`src/rtl/lfsr_prng_stream.sv`:
```
// lfsr_prng_stream: Fibonacci LFSR word generator with valid/ready output, run-time seeding and en gating.
// Optional zero-seed substitution and lockup pulse enabled by defining LFSR_ZERO_GUARD_EN.
module lfsr_prng_stream #(
  parameter int DATA_LEN = 8,
  parameter int LFSR_LEN = 16,
  parameter logic [LFSR_LEN-1:0] TAPS = 16'hB400,
  parameter logic [LFSR_LEN-1:0] SEED = 16'hACE1
) (
  input  logic                clk,
  input  logic                rst,
  input  logic                en,
  input  logic                seed_load,
  input  logic [LFSR_LEN-1:0] seed_in,
  output logic                rnd_valid,
  input  logic                rnd_ready,
  output logic [DATA_LEN-1:0] rnd_num,
  output logic [LFSR_LEN-1:0] lfsr_state,
  output logic                lockup
);
  localparam int CW = DATA_LEN > 1 ? $clog2(DATA_LEN) : 1;
  typedef enum logic {FILL, HOLD} state_t;
  state_t state, state_d;
  logic [LFSR_LEN-1:0] lfsr, lfsr_nx, load_val;
  logic [CW-1:0] cnt;
  logic fb, step, last, accept;
  assign fb = ^(lfsr & TAPS);
  assign lfsr_nx = {lfsr[LFSR_LEN-2:0], fb};
  assign step = state == FILL && en;
  assign last = cnt == CW'(DATA_LEN - 1);
  assign accept = state == HOLD && rnd_ready;
`ifdef LFSR_ZERO_GUARD_EN
  logic zero_seed;
  assign zero_seed = seed_in == '0;
  assign load_val = zero_seed ? SEED : seed_in;
  always_ff @(posedge clk)
    lockup <= rst ? 1'b0 : seed_load && zero_seed;
`else
  assign load_val = seed_in;
  assign lockup = 1'b0;
`endif
  always_ff @(posedge clk)
    state <= rst || seed_load ? FILL : state_d;
  always_comb
    state_d = step && last ? HOLD : accept ? FILL : state;
  always_comb begin
    rnd_valid = state == HOLD;
    lfsr_state = lfsr;
  end
  // the completed word is taken from the post-step value so all DATA_LEN bits are fresh feedback
  always_ff @(posedge clk) begin
    if (rst) begin
      lfsr <= SEED;
      cnt <= '0;
      rnd_num <= '0;
    end else if (seed_load) begin
      lfsr <= load_val;
      cnt <= '0;
    end else if (step) begin
      lfsr <= lfsr_nx;
      cnt <= last ? '0 : cnt + CW'(1);
      if (last) rnd_num <= lfsr_nx[DATA_LEN-1:0];
    end
  end
endmodule

```
`config.mk`:
```
export PLATFORM = sky130hd
export DESIGN_NAME = lfsr_prng_stream
export DESIGN_NICKNAME = d
export VERILOG_FILES = /design/src/rtl/lfsr_prng_stream.sv
export SDC_FILE = /design/constraint.sdc
export NUM_CORES = 1
export LEC_CHECK = 0
export BUFFER_PORTS_ARGS = -buffer_cell sky130_fd_sc_hd__buf_2
export CORE_UTILIZATION = 30
export DETAILED_ROUTE_END_ITERATION = 7
export GPL_TIMING_DRIVEN = 0
export PLACE_DENSITY_LB_ADDON = 0.12
export RECOVER_POWER = 50
export SETUP_SLACK_MARGIN = 0.02
export SYNTH_ARGS = -nofsm -noshare
export SYNTH_HDL_FRONTEND = slang
export SYNTH_SLANG_ARGS = --single-unit
```
`constraint.sdc`:
```
create_clock -name clk -period 2.1 [get_ports clk]
set_input_delay 0.42 -clock clk [delete_from_list [all_inputs] [get_ports clk]]
set_output_delay 0.42 -clock clk [all_outputs]
set_load 0.01 [all_outputs]
```
---- Word-level counts from Yosys, hierarchy flattened ----
Index checks and enable logic that the tools add are counted.
operators by class
  add/sub/neg operators ................... 1
  equal/unequal tests ..................... 1
  bitwise gates (word level) .............. 2
  reductions and logical operators ........ 9
  mux-type cells .......................... 5
operators with widths
  cell                   number
  $mux W16               2
  $reduce_xor A16 Y1     1
  $reduce_bool A2 Y1     2
  $add A3 B1 Y3 const B  1
  $eq A3 B3 Y1 const B   1
  $logic_and A1 B1 Y1    3
  $mux W3                1
  $reduce_and A3 Y1      1
  $mux W1                2
  $not A1 Y1             2
  $reduce_or A2 Y1       1
  $logic_or A1 B1 Y1     1
word-level totals
  input bits .............................. 21
  flip-flop bits (word level) ............. 28
  word-level logic and storage cells ...... 22
  output and inout port bits .............. 26

---- Depth between registers and ports, before layout ----
Gate-level depths: netlist of run 1.
  depth in word-level cells ............... 4
  mapped depth ............................ 6
  gate-level depth less buffers ........... 5

---- Worst setup path after synthesis of run 1 ----
No wires, ideal clock.
  path type ............................... reg-to-reg
  from .................................... reg cnt[0]
  to ...................................... reg rnd_num[1]
  arrival time ............................ 1203 ps
  buffers on the path ..................... 1
  setup slack ............................. 769 ps
  stages on the path, launching flop included .. 7
  cells stage by stage .................... dfxtp_1 > ha_1 > ha_1 > and4bb_1 > buf_6 > mux2i_1 > nor2_1
on the way
  cells in the longest elaborated chain, start to end .. 2
RTL lines
  item                                RTL line  RTL
  start: declaration                  24        logic [CW-1:0] cnt;
  start signal: assignment            60        cnt <= last ? '0 : cnt + CW'(1);
  $eq A3 B3 Y1                        29        assign last = cnt == CW'(DATA_LEN - 1);
  $reduce_and A3 Y1 (no source line)  -
  end signal: assignment              61        if (last) rnd_num <= lfsr_nx[DATA_LEN-1:0];
  end: declaration                    16        output logic [DATA_LEN-1:0] rnd_num,
No other way between the ends.
A chain may end at the register's enable or synchronous reset.

---- Worst setup path in the final report of run 1 ----
  from .................................... reg state, in the netlist rnd_valid
  to ...................................... reg lfsr[12], in the netlist lfsr_state[12]
on the way
  cells in the longest elaborated chain, start to end .. 3
RTL lines
  item                                 RTL line  RTL
  start: declaration                   22        state_t state, state_d;
  start signal: assignment             42        state <= rst || seed_load ? FILL : state_d;
  $not A1 Y1                           28        assign step = state == FILL && en;
  $logic_and A1 B1 Y1                  28
  $reduce_bool A2 Y1 (no source line)  -
  end signal: assignment               56        lfsr <= load_val;
  end signal: assignment               59        lfsr <= lfsr_nx;
  end: declaration                     23        logic [LFSR_LEN-1:0] lfsr, lfsr_nx, load_val;
No other way between the ends.

==> impl_metrics.sql, run 1 <==
INSERT INTO impl_metrics (metric_group, metric, value, unit) VALUES
('floorplan', 'initial_core_utilization', '32.4', '%'),
('floorplan', 'die_width', '68.9', 'um'),
('timing', 'finClkSkew', '0.0155', 'ns'),
('synthesis', 'synth.ff_latch_count', '28', ''),
('timing', 'final_hold_viol_count', '0', ''),
('place', 'routabilityCongestion', '0.718', ''),
('timing', 'finalSetupViolCount', '0', ''),
('finish', 'finish.instance_area', '1630', 'sq um'),
('floorplan', 'floorplan.die_area', '4750', 'sq um'),
('detailed_routing', 'drt.antenna.violating_nets', '0', ''),
('cts', 'cts_sinks', '28', ''),
('cts', 'cts_buf_count', '3', ''),
('finish', 'final-seq-area', '561', 'sq um'),
('synthesis', 'synth.top_cells.by_area', 'sky130_fd_sc_hd__dfxtp_1 (42%), sky130_fd_sc_hd__mux2i_1 (13%), sky130_fd_sc_hd__a211oi_1 (8.4%)', ''),
('place', 'post-dp-hpwl', '2.47', 'mm'),
('worst_setup_path', 'timing_worst_setup_path_type', 'flop to flop', ''),
('synthesis', 'synth.cells.most_frequent', 'sky130_fd_sc_hd__dfxtp_1 (28), sky130_fd_sc_hd__nor2_1 (23), sky130_fd_sc_hd__mux2i_1 (18)', ''),
('pwr', 'p_leak', '0.692', 'nW'),
('place', 'dpl_cell_area', '1630', 'sq um'),
('finish', 'final_util', '39.3', '%'),
('cts', 'clkLatencyLatePin', '0.28', 'ns'),
('finish', 'layout-drive-gt1-share', '27.1', '%'),
('cts', 'cts_max_path_buffers', '2', ''),
('synthesis', 'yosys_warnings', '0', ''),
('worst_setup_path', 'critical_path_data_required_time', '2.25', 'ns'),
('worst_setup_path', 'arrival', '1.66', 'ns'),
('worst_setup_path', 'worst_setup_path_start_kind', 'flop', ''),
('outcome', 'run_status', 'finished, final reports clean', ''),
('place', 'port_buffers', '45', ''),
('timing', 'report.final.slew_viol_count', '0', ''),
('finish', 'area_delta_synth_final', '21.3', '%'),
('synthesis', 'synth_top_flop_cell', 'sky130_fd_sc_hd__dfxtp_1', ''),
('floorplan', 'floorplan.rows', '23', ''),
('finish', 'multi_input_comb_area', '671', 'sq um'),
('detailed_routing', 'drc', '0', ''),
('pwr', 'vdd_ir_drop_max', '0.212', 'mV'),
('synthesis', 'yosysMostFrequentCell', 'sky130_fd_sc_hd__dfxtp_1', ''),
('detailed_routing', 'wl', '3.32', 'mm'),
('grt', 'grt_pass1_vias', '1044', ''),
('timing', 'worst_margin_pin_slew', '0.559', 'ns'),
('detailed_routing', 'detailroute.via_count', '1132', ''),
('cts', 'tritoncts_clock_tree', 'built', ''),
('detailed_routing', 'detail_route.first_pass.iterations', '4', ''),
('synthesis', 'synth_top_cell_area_share', '41.8', '%'),
('cts', 'post-cts-setup-buffer-count', '0', ''),
('timing', 'max_slew_margin', '62.7', '%'),
('flow_run', 'max_cap_violations', '0', ''),
('timing', 'final.period_utilization', '71.5', '%'),
('pwr', 'power.density_cell_area', '642', 'nW/um^2'),
('timing', 'rsz0062_at_grt', 'false', ''),
('timing', 'hold-worst-slack', '0.384', 'ns'),
('grt', 'grt_antenna_before_repair', '0', ''),
('worst_setup_path', 'end_kind', 'flop', ''),
('cts', 'cts-hold-fix-buffers', '0', ''),
('finish', 'filler_cell_count', '452', ''),
('synthesis', 'avgSynthCellArea', '10.1', 'sq um'),
('synthesis', 'synth_area', '1340', 'sq um'),
('detailed_routing', 'routed_via_density', '4.90', ''),
('detailed_routing', 'drtIter0Drc', '32', ''),
('pwr', 'power', '0.00105', 'W'),
('detailed_routing', 'avgRoutedWirePerCell', '14.4', 'um'),
('timing', 'fin_setup_tns', '0', 'ns'),
('grt', 'largest_net_degree_at_the_start_of_global_routing', '15', ''),
('cts', 'worst_setup_hold_path_clk_slew', '0.10', 'ns'),
('synthesis', 'synth-async-reset-ratio', '0', '%'),
('grt', 'grt_pass1_wl', '5.09', 'mm'),
('synthesis', 'synth-edff-count', '0', ''),
('cts', 'cts_root_buffer', 'sky130_fd_sc_hd__clkbuf_8', ''),
('worst_setup_path', 'worstPathMaxFanout', '10', ''),
('floorplan', 'overall_die_height', '68.9', 'um'),
('worst_hold_path', 'hold_class', 'primary input to flop', '');
==> flip-flops by register name, indices dropped and copies added, names as in the netlist <==
signal	cells
lfsr_state	16
rnd_num	8
cnt	3
rnd_valid	1
==> area by class of cell <==
type / instances / area share [%]
clock buffers: 3 / 2.53
multi-input cells: 91 / 41.2
well taps: 50 / 3.84
inverters: 1 / 0.230
plain buffers: 13 / 5.22
flip-flops and latches: 28 / 34.4
repair buffers: 45 / 12.6
==> cells in the final DEF (no fill, tap or decap) <==
cell                        n
sky130_fd_sc_hd__clkbuf_1  24
sky130_fd_sc_hd__dfxtp_1   28
sky130_fd_sc_hd__nor2_2     1
sky130_fd_sc_hd__a211oi_1  15
sky130_fd_sc_hd__buf_6      2
sky130_fd_sc_hd__inv_1      1
sky130_fd_sc_hd__and4bb_1   1
sky130_fd_sc_hd__conb_1     1
sky130_fd_sc_hd__xnor2_1    3
sky130_fd_sc_hd__nand2_1    1
sky130_fd_sc_hd__o41ai_1    1
sky130_fd_sc_hd__nor2b_4    1
sky130_fd_sc_hd__buf_4      1
sky130_fd_sc_hd__and3b_2    7
sky130_fd_sc_hd__ha_1       2
sky130_fd_sc_hd__buf_12     1
sky130_fd_sc_hd__clkbuf_8   3
sky130_fd_sc_hd__buf_2     30
sky130_fd_sc_hd__a21oi_1    1
sky130_fd_sc_hd__or3b_2     1
sky130_fd_sc_hd__a211oi_2   1
sky130_fd_sc_hd__nor3_1     5
sky130_fd_sc_hd__mux2_2     1
sky130_fd_sc_hd__nor2_1    23
sky130_fd_sc_hd__o21bai_1   7
sky130_fd_sc_hd__mux2i_1   18
sky130_fd_sc_hd__nand2b_1   1
==> worst paths after layout <==
check                          start                           to  slack, ns  cells past startpoint
max reg2reg   rnd_valid$_SDFFE_PP0P_  lfsr_state[12]$_SDFFE_PP0P_       0.60                      5
min reg2reg  rnd_num[6]$_SDFFE_PP0P_      rnd_num[6]$_SDFFE_PP0P_       0.50                      2
max           rnd_valid$_SDFFE_PP0P_  lfsr_state[12]$_SDFFE_PP0P_       0.60                      5
min                      seed_in[15]  lfsr_state[15]$_SDFFE_PP1P_       0.38                      3
==> critical path: stages (launching register included) <==
cell and delay, ns:
sky130_fd_sc_hd__dfxtp_1 0.35, sky130_fd_sc_hd__nand2b_1 0.13, sky130_fd_sc_hd__clkbuf_1 0.43, sky130_fd_sc_hd__buf_12 0.20
sky130_fd_sc_hd__mux2i_1 0.19, sky130_fd_sc_hd__a211oi_1 0.09
==> logic make-up (layout without fill, tap and decap cells) <==
| family | Yosys count | count (layout) | synth area share, % |
|---|---|---|---|
| simple gates | 41 | 41 | 17.3 |
| flops | 28 | 28 | 41.8 |
| compound gates | 25 | 25 | 14.3 |
| mux | 19 | 19 | 14.3 |
| buf+inv | 14 | 62 | 8.29 |
| xor+xnor | 3 | 3 | 1.96 |
| fa+ha+maj | 2 | 2 | 1.86 |
| other cells | 1 | 1 | 0.279 |
==> through the flow <==
stage	cells	setup WS, ns
after floorplan	133	0.769
after global routing	231	0.458
after global placement	228	0.551
after CTS	231	0.579
final	231	0.598
after detailed placement	228	0.540
==> layer usage <==
layer  wire, um  track usage, %  up-vias
li1           -               -      561
met1       1510            19.5      531
met2       1540            23.4       33
met3        192            3.13        7
met4         76            7.91        0
met5          0               0        -
==> power breakdown <==
group	leakage, nW	total, W	switching [W]	internal [W]
registers	0.230	0.000580	0.0000248	0.000556
logic	0.440	0.000168	0.0000878	0.0000803
clock network	0.0216	0.000297	0.000167	0.000129
total	0.692	0.00105	0.000280	0.000765
(Power assumes the default switching activity.)
==> inputs of run 2 (changes only) <==
clock period = 1.5 ns   (was 2.1 ns; I/O delays follow)
==> run 2 against run 1 <==
  * Final area grew 2.5%
  * Register-to-register slack lost 0.51 ns
  * Worst hold slack lost 0.12 ns
  * Worst setup slack lost 0.51 ns
  * Combinational power grew 39%
  * Highest routed layer unchanged
  * Critical path depth grew 1
  * Critical path type unchanged
  * Clock skew shrank 0.0020 ns
  * First-iteration DRC count is the same
==> impl_metrics.sql, run 2 (synthesized netlist as in run 1, its figures left out) <==
INSERT INTO impl_metrics (metric_group, metric, value, unit) VALUES
('finish', 'layout_common_cells', 'sky130_fd_sc_hd__clkbuf_1 (26), sky130_fd_sc_hd__buf_2 (26), sky130_fd_sc_hd__dfxtp_1 (26)', ''),
('timing', 'final.period_utilization', '94.4', '%'),
('detailed_routing', 'drtIter0Drc', '32', ''),
('timing', 'min_period', '1.42', 'ns'),
('detailed_routing', 'routed_via_density', '4.88', ''),
('floorplan', 'initial_core_utilization', '32.4', '%'),
('pwr', 'p_sw', '0.000399', 'W'),
('pwr', 'share_comb_of_total_power', '16.0', '%'),
('finish', 'flip_flop_count_of_the_largest_register_after_layout', '16', ''),
('finish', 'layout-drive-gt1-share', '29.1', '%'),
('grt', 'grt_pass1_vias', '1072', ''),
('cts', 'cts_max_path_buffers', '2', ''),
('worst_setup_path', 'end_kind', 'flop', ''),
('cts', 'worst_setup_hold_path_clk_slew', '0.10', 'ns'),
('finish', 'multi_input_comb_area', '696', 'sq um'),
('timing', 'worst_margin_pin_slew', '0.559', 'ns'),
('pwr', 'p_leak', '0.687', 'nW'),
('floorplan', 'floorplan.rows', '23', ''),
('worst_setup_path', 'critical_path.cell_chain', 'ha_4, ha_4, and4bb_2, buf_6, mux2i_1, nor2_1', ''),
('timing', 'fmax', '706', 'MHz'),
('timing', 'report.final.slew_viol_count', '0', ''),
('timing', 'finalSetupViolCount', '0', ''),
('grt', 'grt_pass1_wl', '5.19', 'mm'),
('flow_run', 'max_cap_violations', '0', ''),
('worst_setup_path', 'cpPeakStageDelay', '0.37', 'ns'),
('cts', 'cts.htree.levels', '1', ''),
('timing', 'max_slew_margin', '62.8', '%'),
('finish', 'final-seq-area', '566', 'sq um'),
('detailed_routing', 'drt.antenna.violating_nets', '0', ''),
('cts', 'clkLatencyLatePin', '0.28', 'ns'),
('finish', 'final_nets', '207', ''),
('worst_setup_path', 'worstPathMaxFanout', '5', ''),
('pwr', 'clock_power_share', '28.7', '%'),
('pwr', 'power.density_cell_area', '879', 'nW/um^2'),
('cts', 'tritoncts_clock_tree', 'built', ''),
('floorplan', 'overall_die_height', '68.9', 'um'),
('cts', 'cts-hold-fix-buffers', '0', ''),
('timing', 'rsz0062_at_grt', 'true', ''),
('floorplan', 'core_area', '4140', 'sq um'),
('pwr', 'vdd_ir_drop_max', '0.299', 'mV'),
('pwr', 'power', '0.00147', 'W'),
('grt', 'grt_antenna_before_repair', '0', ''),
('floorplan', 'io_pins', '47', ''),
('detailed_routing', 'detailroute.via_count', '1132', ''),
('floorplan', 'die_width', '68.9', 'um'),
('outcome', 'run_status', 'finished, final reports clean', ''),
('worst_setup_path', 'crit_path_top_delay_cell', 'sky130_fd_sc_hd__dfxtp_4', ''),
('pwr', 'power.switching_fraction', '27.2', '%'),
('grt', 'grt_overflow_total', '0', ''),
('pwr', 'internal-power', '0.00107', 'W'),
('finish', 'filler_cell_count', '447', ''),
('timing', 'hold-worst-slack', '0.262', 'ns'),
('cts', 'post-cts-setup-buffer-count', '0', ''),
('worst_setup_path', 'timing_worst_setup_path_type', 'flop to flop', ''),
('worst_setup_path', 'critical_path.most_common_cell', 'sky130_fd_sc_hd__ha_4', ''),
('grt', 'grt_util_all_layers', '15.4', '%'),
('timing', 'finClkSkew', '0.0135', 'ns'),
('cts', 'cts_sinks', '28', ''),
('worst_hold_path', 'hold_class', 'primary input to flop', ''),
('detailed_routing', 'wl', '3.40', 'mm'),
('place', 'port_buffers', '45', ''),
('detailed_routing', 'detail_route.first_pass.iterations', '4', ''),
('worst_setup_path', 'worst_setup_path_start_kind', 'flop', ''),
('worst_setup_path', 'arrival', '1.57', 'ns'),
('grt', 'largest_net_degree_at_the_start_of_global_routing', '15', ''),
('floorplan', 'floorplan.die_area', '4750', 'sq um'),
('finish', 'area_delta_synth_final', '24.4', '%'),
('cts', 'cts_buf_count', '3', ''),
('cts', 'cts_root_buffer', 'sky130_fd_sc_hd__clkbuf_8', ''),
('detailed_routing', 'drc', '0', ''),
('place', 'routabilityCongestion', '0.718', ''),
('timing', 'final_hold_viol_count', '0', ''),
('worst_setup_path', 'critical_path_data_required_time', '1.65', 'ns'),
('pwr', 'p_seq_share', '55.4', '%'),
('detailed_routing', 'avgRoutedWirePerCell', '14.7', 'um'),
('place', 'post-dp-hpwl', '2.47', 'mm'),
('finish', 'diodes', '0', '');
## run 2: metrics by stage
step	area [sq um]	util (%)	worst slack (ns)	cells	setup TNS (ns)
after floorplan	1340	-	0.169	133	0
after global placement	1630	39.3	0.0555	228	0
after detailed placement	1630	39.3	-0.00756	228	-0.00756
after CTS	1680	40.6	0.0207	232	0
after global routing	1670	40.3	0.0204	232	0
final	1670	40.3	0.0840	232	0
## run 2: worst max-delay path, delay by kind of cell, from the launching register on
family                   cells  cell delay [ns]
adder cells (fa/ha/maj)      2             0.26
buffers and inverters        1             0.14
flip-flops                   1             0.37
multiplexers                 1             0.20
AND/OR/NAND/NOR              2             0.33
## run 2: worst paths after layout
check                          startpoint                           to  slack [ns]  cells past startpoint
setup / recovery      cnt[0]$_SDFFE_PP0P_      rnd_num[1]$_SDFFE_PP0P_        0.08                      6
hold / removal                seed_in[15]  lfsr_state[15]$_SDFFE_PP1P_        0.26                      3
setup reg to reg      cnt[0]$_SDFFE_PP0P_      rnd_num[1]$_SDFFE_PP0P_        0.08                      6
hold reg to reg   rnd_num[6]$_SDFFE_PP0P_      rnd_num[6]$_SDFFE_PP0P_        0.50                      2
## run 2: repair_timing
action / 4_1_cts / 5_1_grt
gates resized for setup: 4 / 6
endpoints found under the setup margin: 7 / 8
pin swaps: 1 / 1
endpoints found under the hold margin: 0 / 0
cloned: 1 / 0
## run 2: power by group through the flow
stage / Sequential (W) / Clock [W] / Combinational, W
detailed placement: 0.000830 / 0 / 0.000245
floorplan: 0.000837 / 0 / 0.000139
finish: 0.000813 / 0.000421 / 0.000234
CTS: 0.000813 / 0.000427 / 0.000246
global placement: 0.000829 / 0 / 0.000243
global route: 0.000818 / 0.000470 / 0.000258
## run 2: layout make-up
cell class | instances | area share [%]
buffer | 13 | 5.39
sequential | 28 | 33.9
tap | 50 | 3.75
timing repair buffer | 46 | 12.7
multi-input combinational | 91 | 41.6
inverter | 1 | 0.225
clock buffer | 3 | 2.47
## run 2: routing by layer
layer	vias to the layer above	share of wire [%]	track usage (%)
met1	531	46	19.9
met3	7	5.2	3.13
met4	0	2.2	7.91
met5	-	0	0
met2	29	46	24.0
li1	565	-	-
==> inputs of run 3 (changes only) <==
CORE_UTILIZATION = 40   (was 30)
==> run 3 against run 2 <==
  * Register-to-register slack barely moved
  * Fmax fell by 0.13%
  * Non-clock buffer count rose by 2
  * Clock power down 7.6%
  * Count of clock-buffer cells in the layout rose by 1
  * Die area shrank 24%
  * Worst hold slack got worse by 0.069 ns
  * Sequential share of layout area fell by 0.23 points
  * Critical path depth is the same
  * Via count is 1.7% lower
  * Clock skew down 0.0081 ns
  * Largest power group unchanged
==> impl_metrics.sql, run 3 (synthesized netlist as in run 1, its figures left out) <==
INSERT INTO impl_metrics (metric_group, metric, value, unit) VALUES
('outcome', 'run_status', 'finished, final reports clean', ''),
('timing', 'finClkSkew', '0.00538', 'ns'),
('place', 'port_buffers', '45', ''),
('detailed_routing', 'detail_route.first_pass.iterations', '4', ''),
('worst_setup_path', 'end_kind', 'flop', ''),
('worst_hold_path', 'hold_class', 'primary input to flop', ''),
('cts', 'worst_setup_hold_path_clk_slew', '0.16', 'ns'),
('timing', 'final_hold_viol_count', '0', ''),
('finish', 'layout-drive-gt1-share', '31.9', '%'),
('timing', 'pnr_worst_setup_slack', '0.0822', 'ns'),
('floorplan', 'floorplan.rows', '20', ''),
('grt', 'grt_pass1_vias', '1082', ''),
('cts', 'cts_root_buffer', 'sky130_fd_sc_hd__clkbuf_4', ''),
('grt', 'grt_overflow_total', '0', ''),
('grt', 'grt_util_all_layers', '19.2', '%'),
('detailed_routing', 'drt.antenna.violating_nets', '0', ''),
('detailed_routing', 'detailroute.via_count', '1113', ''),
('cts', 'cts_max_path_buffers', '2', ''),
('worst_setup_path', 'critical_path_data_required_time', '1.73', 'ns'),
('place', 'routabilityCongestion', '0.732', ''),
('pwr', 'power', '0.00144', 'W'),
('pwr', 'power.density_cell_area', '858', 'nW/um^2'),
('worst_setup_path', 'timing.reg2reg.setup_slack', '0.08', 'ns'),
('floorplan', 'floorplan.die_area', '3590', 'sq um'),
('cts', 'cts.htree.levels', '1', ''),
('worst_setup_path', 'worstPathMaxFanout', '5', ''),
('place', 'post-dp-hpwl', '2.27', 'mm'),
('timing', 'report.final.slew_viol_count', '0', ''),
('cts', 'cts_sinks', '28', ''),
('finish', 'finish.instance_area', '1670', 'sq um'),
('worst_setup_path', 'dominant_delay_contributor_by_cell_family_on_the_critical_path', 'flip-flops', ''),
('timing', 'max_slew_margin', '65.9', '%'),
('finish', 'final_nets', '209', ''),
('timing', 'min_period', '1.42', 'ns'),
('finish', 'final_util', '53.5', '%'),
('grt', 'grt_antenna_before_repair', '0', ''),
('place', 'dpl_cell_area', '1620', 'sq um'),
('floorplan', 'core_area', '3130', 'sq um'),
('timing', 'fmax', '705', 'MHz'),
('floorplan', 'io_pins', '47', ''),
('timing', 'finalSetupViolCount', '0', ''),
('detailed_routing', 'wl', '3.12', 'mm'),
('finish', 'flip_flop_count_of_the_largest_register_after_layout', '16', ''),
('worst_setup_path', 'ff2ff_path_depth', '6', ''),
('worst_setup_path', 'capture_point_of_the_worst_reg_to_reg_path', 'rnd_num[2]$_SDFFE_PP0P_', ''),
('timing', 'worst_margin_pin_slew', '0.511', 'ns'),
('worst_setup_path', 'worst_setup_path_start_kind', 'flop', ''),
('worst_setup_path', 'critical_path.most_common_cell', 'sky130_fd_sc_hd__ha_4', ''),
('pwr', 'p_leak', '0.704', 'nW'),
('floorplan', 'initial_core_utilization', '42.9', '%'),
('finish', 'layout_common_cells', 'sky130_fd_sc_hd__buf_2 (29), sky130_fd_sc_hd__dfxtp_1 (26), sky130_fd_sc_hd__clkbuf_1 (23), sky130_fd_sc_hd__nor2_1 (23), sky130_fd_sc_hd__mux2i_1 (18)', ''),
('detailed_routing', 'avgRoutedWirePerCell', '13.6', 'um'),
('worst_setup_path', 'worstReg2RegStart', 'cnt[1]$_SDFFE_PP0P_', ''),
('floorplan', 'die_width', '59.9', 'um'),
('worst_setup_path', 'critical_path.n_buffers_inverters', '1', ''),
('worst_setup_path', 'critical_path.cell_chain', 'ha_4, ha_4, and4bb_2, buf_6, mux2i_1, nor2_1', ''),
('timing', 'hold-worst-slack', '0.193', 'ns'),
('flow_run', 'max_cap_violations', '0', ''),
('worst_hold_path', 'min_to', 'lfsr_state[15]$_SDFFE_PP1P_', ''),
('worst_hold_path', 'holdPathStages', '3', ''),
('finish', 'area_delta_synth_final', '24.7', '%'),
('place', 'post-place-ws', '-0.00205', 'ns'),
('cts', 'clkLatencyLatePin', '0.34', 'ns'),
('floorplan', 'overall_die_height', '59.9', 'um'),
('finish', 'commonest_non_fill_non_tap_cell_in_the_layout', 'sky130_fd_sc_hd__buf_2', ''),
('cts', 'tritoncts_clock_tree', 'built', ''),
('grt', 'grt_pass1_wl', '5.00', 'mm'),
('cts', 'cts_buf_count', '3', ''),
('grt', 'largest_net_degree_at_the_start_of_global_routing', '16', ''),
('worst_setup_path', 'cpPeakStageDelay', '0.38', 'ns'),
('worst_setup_path', 'crit_path_top_delay_cell', 'sky130_fd_sc_hd__dfxtp_2', ''),
('timing', 'final.period_utilization', '94.5', '%'),
('worst_hold_path', 'hold_path.startpoint', 'seed_in[15]', ''),
('finish', 'diodes', '0', ''),
('worst_setup_path', 'arrival', '1.65', 'ns'),
('detailed_routing', 'drtIter0Drc', '21', ''),
('finish', 'filler_cell_count', '329', ''),
('worst_setup_path', 'timing_worst_setup_path_type', 'flop to flop', ''),
('pwr', 'vdd_ir_drop_max', '0.419', 'mV'),
('detailed_routing', 'routed_via_density', '4.86', ''),
('timing', 'rsz0062_at_grt', 'true', ''),
('detailed_routing', 'drc', '0', '');
run 3: worst max-delay path by stage:
| stage | endpoint | cells past startpoint | from |
|---|---|---|---|
| 3_5_place_dp | rnd_num[2]$_SDFFE_PP0P_ | 6 | cnt[0]$_SDFFE_PP0P_ |
| 4_1_cts | rnd_num[2]$_SDFFE_PP0P_ | 6 | cnt[1]$_SDFFE_PP0P_ |
| 2_1_floorplan | rnd_num[1]$_SDFFE_PP0P_ | 6 | cnt[0]$_SDFFE_PP0P_ |
| 6_report | rnd_num[2]$_SDFFE_PP0P_ | 6 | cnt[1]$_SDFFE_PP0P_ |
| 5_1_grt | rnd_num[2]$_SDFFE_PP0P_ | 6 | cnt[1]$_SDFFE_PP0P_ |
| 3_3_place_gp | rnd_num[3]$_SDFFE_PP0P_ | 6 | cnt[0]$_SDFFE_PP0P_ |
run 3: power by group:
| part | total (W) | switching, W | internal, W |
|---|---|---|---|
| Clock | 0.000389 | 0.000240 | 0.000149 |
| Sequential | 0.000813 | 0.0000339 | 0.000779 |
| Combinational | 0.000234 | 0.000120 | 0.000114 |
| Total | 0.00144 | 0.000394 | 0.00104 |
run 3: stage by stage:
step | TNS (ns) | std cells
6_report | 0 | 229
5_1_grt | 0 | 229
4_1_cts | 0 | 228
3_5_place_dp | -0.00205 | 222
3_3_place_gp | 0 | 222
2_1_floorplan | 0 | 133
run 3: area by class of cell:
type	instances	area, sq um	area share, %
plain buffers	13	90.1	5.38
clock buffers	4	36.3	2.17
inverters	1	3.75	0.224
multi-input cells	91	696	41.6
flip-flops and latches	28	563	33.6
well taps	44	55.1	3.29
repair buffers	48	230	13.8
run 3: repair_timing:
| action | in CTS | in global routing |
|---|---|---|
| endpoints found under the setup margin | 7 | 8 |
| gates cloned | 1 | 0 |
| setup buffers | 1 | 1 |
| pin swaps | 1 | 2 |
| hold buffers | 0 | 0 |
| resized for setup | 3 | 6 |
run 3: layer usage:
layer  wire, um  share of wire, %  global-route usage (%)
met5          0                 0                       0
met4         46               1.5                    6.98
met3        111               3.6                    3.25
met2       1460                47                    29.5
met1       1510                48                    26.8
run 3: worst min-delay path, stage by stage:
cell and delay (ns):
sky130_fd_sc_hd__buf_2 0.08, sky130_fd_sc_hd__nor2_1 0.03, sky130_fd_sc_hd__o21bai_1 0.11
